### config.mk
export PLATFORM = sky130hd
export DESIGN_NAME = seg7_scan_mux
export DESIGN_NICKNAME = d
export VERILOG_FILES = /design/src/rtl/seg7_scan_mux.sv
export SDC_FILE = /design/constraint.sdc
export NUM_CORES = 1
export LEC_CHECK = 0
export CORE_ASPECT_RATIO = 1.25
export CORE_UTILIZATION = 35
export CTS_CLUSTER_SIZE = 30
export DETAILED_ROUTE_END_ITERATION = 12
export MAX_ROUTING_LAYER = met4
export SLEW_MARGIN = 0
export SYNTH_ARGS = -nofsm -noshare
export SYNTH_HDL_FRONTEND = slang
export SYNTH_SLANG_ARGS = --single-unit
### constraint.sdc
create_clock -name clkIn -period 3.35 [get_ports clkIn]
set_input_delay 0.67 -clock clkIn [delete_from_list [all_inputs] [get_ports clkIn]]
set_output_delay 0.67 -clock clkIn [all_outputs]
set_load 0.02 [all_outputs]
### src/rtl/seg7_scan_mux.sv
`default_nettype none
// ============================================================================
// Module   : seg7_scan_mux
// Purpose  : 4-digit common-anode 7-segment scan driver with dead-time and
//            optional leading-zero blanking; feeds a hex-to-7-seg decoder.
// Revision : 1.0 - initial release
// ============================================================================
module seg7_scan_mux #(
    parameter int DIV  = 50000,
    parameter int DEAD = 2
) (
    input  logic        clkIn,
    input  logic        rstIn,
    input  logic [15:0] valIn,
    input  logic [3:0]  dpIn,
    input  logic        loadIn,
    input  logic        blankLzIn,
    output logic [3:0]  hexOut,
    output logic        dpOut,
    output logic [3:0]  digSelOut,
    output logic        slotOut
);

    localparam int            CW     = (DIV > 1) ? $clog2(DIV) : 1;
    localparam logic [CW-1:0] C_LAST = CW'(DIV - 1);

    logic [CW-1:0] r_cnt;
    logic [1:0]    r_idx;
    logic [15:0]   r_shadow_val;
    logic [3:0]    r_shadow_dp;

    logic          w_last;
    logic          w_dead;
    logic [3:0]    w_lit;
    logic [3:0]    w_blank;

    always_ff @(posedge clkIn) begin
        if (rstIn) begin
            r_cnt        <= '0;
            r_idx        <= 2'd0;
            r_shadow_val <= 16'h0000;
            r_shadow_dp  <= 4'h0;
        end else begin
            if (w_last) begin
                r_cnt <= '0;
                r_idx <= r_idx + 2'd1;
            end else begin
                r_cnt <= r_cnt + CW'(1);
            end
            if (loadIn) begin
                r_shadow_val <= valIn;
                r_shadow_dp  <= dpIn;
            end
        end
    end

    assign w_last  = (r_cnt == C_LAST);
    assign slotOut = w_last;

    // A zero-length dead window would make the compare constant, so skip it.
    generate
        if (DEAD == 0) begin : g_no_dead
            assign w_dead = 1'b0;
        end else begin : g_dead
            localparam logic [CW-1:0] C_DEAD = CW'(DEAD);
            assign w_dead = (r_cnt < C_DEAD);
        end
    endgenerate

    // A digit must stay lit if its nibble is non-zero or its dp is requested.
    assign w_lit[3] = (r_shadow_val[15:12] != 4'h0) | r_shadow_dp[3];
    assign w_lit[2] = (r_shadow_val[11:8]  != 4'h0) | r_shadow_dp[2];
    assign w_lit[1] = (r_shadow_val[7:4]   != 4'h0) | r_shadow_dp[1];
    assign w_lit[0] = 1'b1;

    assign w_blank[3] = ~w_lit[3];
    assign w_blank[2] = w_blank[3] & ~w_lit[2];
    assign w_blank[1] = w_blank[2] & ~w_lit[1];
    assign w_blank[0] = 1'b0;

    always_comb begin
        hexOut = r_shadow_val[3:0];
        case (r_idx)
            2'd0: hexOut = r_shadow_val[3:0];
            2'd1: hexOut = r_shadow_val[7:4];
            2'd2: hexOut = r_shadow_val[11:8];
            2'd3: hexOut = r_shadow_val[15:12];
            default: hexOut = r_shadow_val[3:0];
        endcase
    end

    assign dpOut = ~r_shadow_dp[r_idx];

    always_comb begin
        digSelOut = 4'b1111;
        if (!(w_dead || (blankLzIn && w_blank[r_idx]))) begin
            digSelOut = ~(4'b0001 << r_idx);
        end
    end

endmodule
`default_nettype wire

=== Word-level counts from Yosys, hierarchy flattened ===
Cells that the tools add are included.

* Flip-flop bits (word level): 38

* Shifts and indexed selects: 1
* Bitwise gates (word level): 10
* Equality and inequality tests: 4
* Add/subtract/negate cells: 2
* Mux-type cells: 6
* Reductions and logical operators: 7
* Order comparisons: 2

{| class="wikitable"
|+ Operator list
! kind !! count
|-
| $add A16 B1 Y16 const B || 1
|-
| $eq A16 B16 Y1 const B || 1
|-
| $lt A16 B2 Y1 const B || 1
|-
| $pmux W4 S4 || 1
|-
| $reduce_bool A4 Y1 || 3
|-
| $bmux W1 S2 || 2
|-
| $eq A2 B2 Y1 const B || 2
|-
| $mux W4 || 1
|-
| $not A1 Y1 || 4
|-
| $not A4 Y4 || 1
|-
| $shl A1 B2 Y4 const A || 1
|-
| $lt A2 B3 Y1 const B || 1
|-
| $or A1 B1 Y1 || 3
|-
| $add A2 B1 Y2 const B || 1
|-
| $and A1 B1 Y1 || 2
|-
| $eq A2 B1 Y1 const B || 1
|-
| $logic_not A2 Y1 || 1
|-
| $mux W1 || 2
|-
| $reduce_or A2 Y1 || 1
|-
| $logic_and A1 B1 Y1 || 1
|-
| $logic_or A1 B1 Y1 || 1
|}

=== Longest topological paths before layout ===
Gate-level depths: netlist of run 1.

* Word-level depth: 10
* Depth in mapped cells: 6
* Gate-level depth less buffers: 5

=== Worst setup path after synthesis of run 1 ===
Ideal clock, no wire load.

* Path type: input -> output
* Start: input blankLzIn
* End: output digSelOut[0]
* Buffers on the path: 0
* Slack: 1.324 ns
* Arrival time: 1.356 ns
* Stages on the path: 4
* Cell sequence: nor4b_1 > nand2_1 > a31o_2 > nand3_1

* Longest elaborated chain between the ends: 3

{| class="wikitable"
|+ RTL lines
! item !! RTL line !! source
|-
| start: declaration || 17 || <nowiki>input logic blankLzIn,</nowiki>
|-
| $logic_and A1 B1 Y1 || 96 || <nowiki>if (!(w_dead || (blankLzIn && w_blank[r_idx]))) begin</nowiki>
|-
| $logic_or A1 B1 Y1 || 96 ||
|-
| $mux W4 || 96 ||
|-
| end: declaration || 20 || <nowiki>output logic [3:0] digSelOut,</nowiki>
|}

Every way passes these cells.

=== Final worst setup path of run 1 ===
* Start: input blankLzIn
* End: output digSelOut[2]

Same word-level chain as after synthesis.

==> results of run 1 <==
## critical path: stages
cell and delay, ns:
clkdlybuf4s50_1 0.45, nor4b_1 0.25, nand2_1 0.09, a31o_2 0.25, nand3_1 0.08, clkdlybuf4s50_1 0.61
## per-layer routing
layer	up-vias	track usage, %	wire length [µm]	part of all wire, %
met3	6	4.95	273	7.0
met1	680	18.3	1730	44
met4	0	8.09	76	2.0
li1	762	-	-	-
met5	-	-	0	0
met2	46	25.4	1820	47
## per-stage QoR
stage / std cells / total power [µW] / instance area, µm²
after floorplan: 197 / 545 / 1820
after global placement: 285 / 596 / 2190
after detailed placement: 285 / 597 / 2190
after CTS: 292 / 894 / 2270
after global routing: 292 / 922 / 2270
final: 292 / 877 / 2270
## area by class of cell
cell class                      count  area [µm²]  area share, %
Tap cell                           60        75.1           3.30
Inverter                           10        37.5           1.65
Clock buffer                        5        68.8           3.03
Timing Repair Buffer               35         345           15.2
Clock inverter                      2        10.0          0.441
Multi-Input combinational cell    142         975           42.9
Sequential cell                    38         761           33.5
## power breakdown
part           switching (µW)  internal, µW  total [µW]
logic                    44.2          58.0         102
registers                14.3           469         483
clock network             151           140         291
total                     210           667         877
## worst paths after layout
kind                       start                   to  slack, ns  cells past startpoint
max                    blankLzIn         digSelOut[2]       0.27                      6
max reg2reg  r_cnt[1]$_SDFF_PP0_  r_cnt[5]$_SDFF_PP0_       1.68                      5
min reg2reg  r_cnt[0]$_SDFF_PP0_  r_cnt[0]$_SDFF_PP0_       0.44                      1
min          r_cnt[0]$_SDFF_PP0_  r_cnt[0]$_SDFF_PP0_       0.44                      1
## flip-flops by register name, summed over array words and instances (netlist names)
signal / flops
r_shadow_val: 16
r_cnt: 16
r_idx: 2
r_shadow_dp: 4
## Yosys cell counts
library cell / instances / area (µm²)
nand2_1: 6 / 22.5
nor3_1: 4 / 20.0
xnor2_1: 8 / 70.1
a31o_2: 1 / 8.76
a21oi_1: 4 / 20.0
and2_1: 1 / 6.26
nor2_1: 37 / 139
nand3_1: 14 / 70.1
and4_1: 2 / 17.5
clkbuf_1: 2 / 7.51
or3_1: 3 / 18.8
mux2i_1: 24 / 240
and3_2: 1 / 7.51
nor2b_1: 1 / 6.26
nand4_4: 1 / 21.3
inv_1: 10 / 37.5
xor2_1: 3 / 26.3
nor4_1: 6 / 37.5
mux4_2: 1 / 22.5
buf_2: 2 / 10.0
and3_1: 2 / 12.5
buf_6: 2 / 22.5
buf_1: 1 / 3.75
a222oi_1: 4 / 40.0
nor4b_1: 1 / 8.76
a21oi_2: 1 / 8.76
ha_1: 6 / 75.1
o21ai_0: 5 / 25.0
dfxtp_1: 38 / 761
o21bai_4: 1 / 18.8
nand4_1: 5 / 31.3
## cells by family after synthesis
| logic type | count (synthesis) | synth area share [%] |
|---|---|---|
| compound gates | 16 | 6.68 |
| xor+xnor | 11 | 5.30 |
| fa+ha+maj | 6 | 4.13 |
| buf+inv | 17 | 4.48 |
| flops | 38 | 41.9 |
| mux | 25 | 14.5 |
| simple gates | 84 | 23.1 |
==> metrics.yaml, run 1 <==
clk_latency_ns: 0.28
drt_iter0_markers: 129
cts_resized: 0
area_growth_pct: 25.1
yosysUniqueCellTypes: 31
skew_ns: 0.00365
hold_class: "register to register"
min_period_over_period_pct: 91.8
finalWirelength_um: 3890
wire_per_inst_um: 13.3
most-common-layout-cells: "dfxtp_1, nor2_1, clkdlybuf4s50_1"
path_clk_slew_ns: 0.07
die-area_um2: 5480
yosys_warnings: 0
drv_slew: 0
layout_setup_ws_ns: 0.273
path_max_fanout: 4
dp_hpwl_um: 2850
core_um2: 4870
cp-end-kind: "output pin"
holdWs_ns: 0.441
pin_count: 34
antenna_found_initial: 0
cts_root_buf: "clkbuf_8"
grt_usage_pct: 16.1
finalSetupTns_ns: 0
via_per_inst: 5.12
crit_arrival_ns: 2.41
crit_required_ns: 2.68
netlist_instances: 197
overflow: 0
grt_pass1_wl_um: 6280
setup-violations-final: 0
layout_commonest_cell: "dfxtp_1"
syn_area_per_cell_um2: 9.22
worst-setup-path-type: "input port to output pin"
holdBufCountCts: 0
layout-drive-gt1-share_pct: 6.47
utilization_pct: 46.7
hold_violations: 0
postCtsSetupBuffers: 0
chipHeight_um: 82.6
vias: 1494
ant_nets: 0
grt_pass1_vias: 1376
antenna_cells: 0
tightest_slew_ns: 0.405
nets: 262
place_ws_ns: 0.255
cts_tree: "yes"
peakVddDrop_mv: 0.226
dieWidth_um: 66.4
htree_levels: 2
place.gp.congestion: 0.863
layout_min_cycle_time_ns: 3.08
cts_buffers: 5
cp-start-kind: "input port"
rsz0062_at_grt: "no"
rows: 28
drc: 0
drt_first_pass_iters: 6
status: "finished clean"
max_slew_margin_pct: 72.9
cellPowerDensity_nw_per_um2: 386
max_freq_mhz: 325
grt_max_degree: 25
ys_seq_area_share_pct: 41.9
yosys_register_bits: 38
clock-sinks: 38
drv_cap: 0
leakage_uw: 0.000889
nFillCells: 491
synth_area_um2: 1820
port_buffers: 33
cts_max_path_buffers: 2
start_util_pct: 37.3
syn-num-nets: 227
(Power assumes the default switching activity.)
==> run 2, diff against run 1 <==
Settings changed: CAP_MARGIN set to 20, CTS_BUF_LIST set to sky130_fd_sc_hd__clkbuf_8, SLEW_MARGIN 0 to unset.
==> results of run 2 <==
The final DEF is identical to that of run 1; final timing and power are the same.
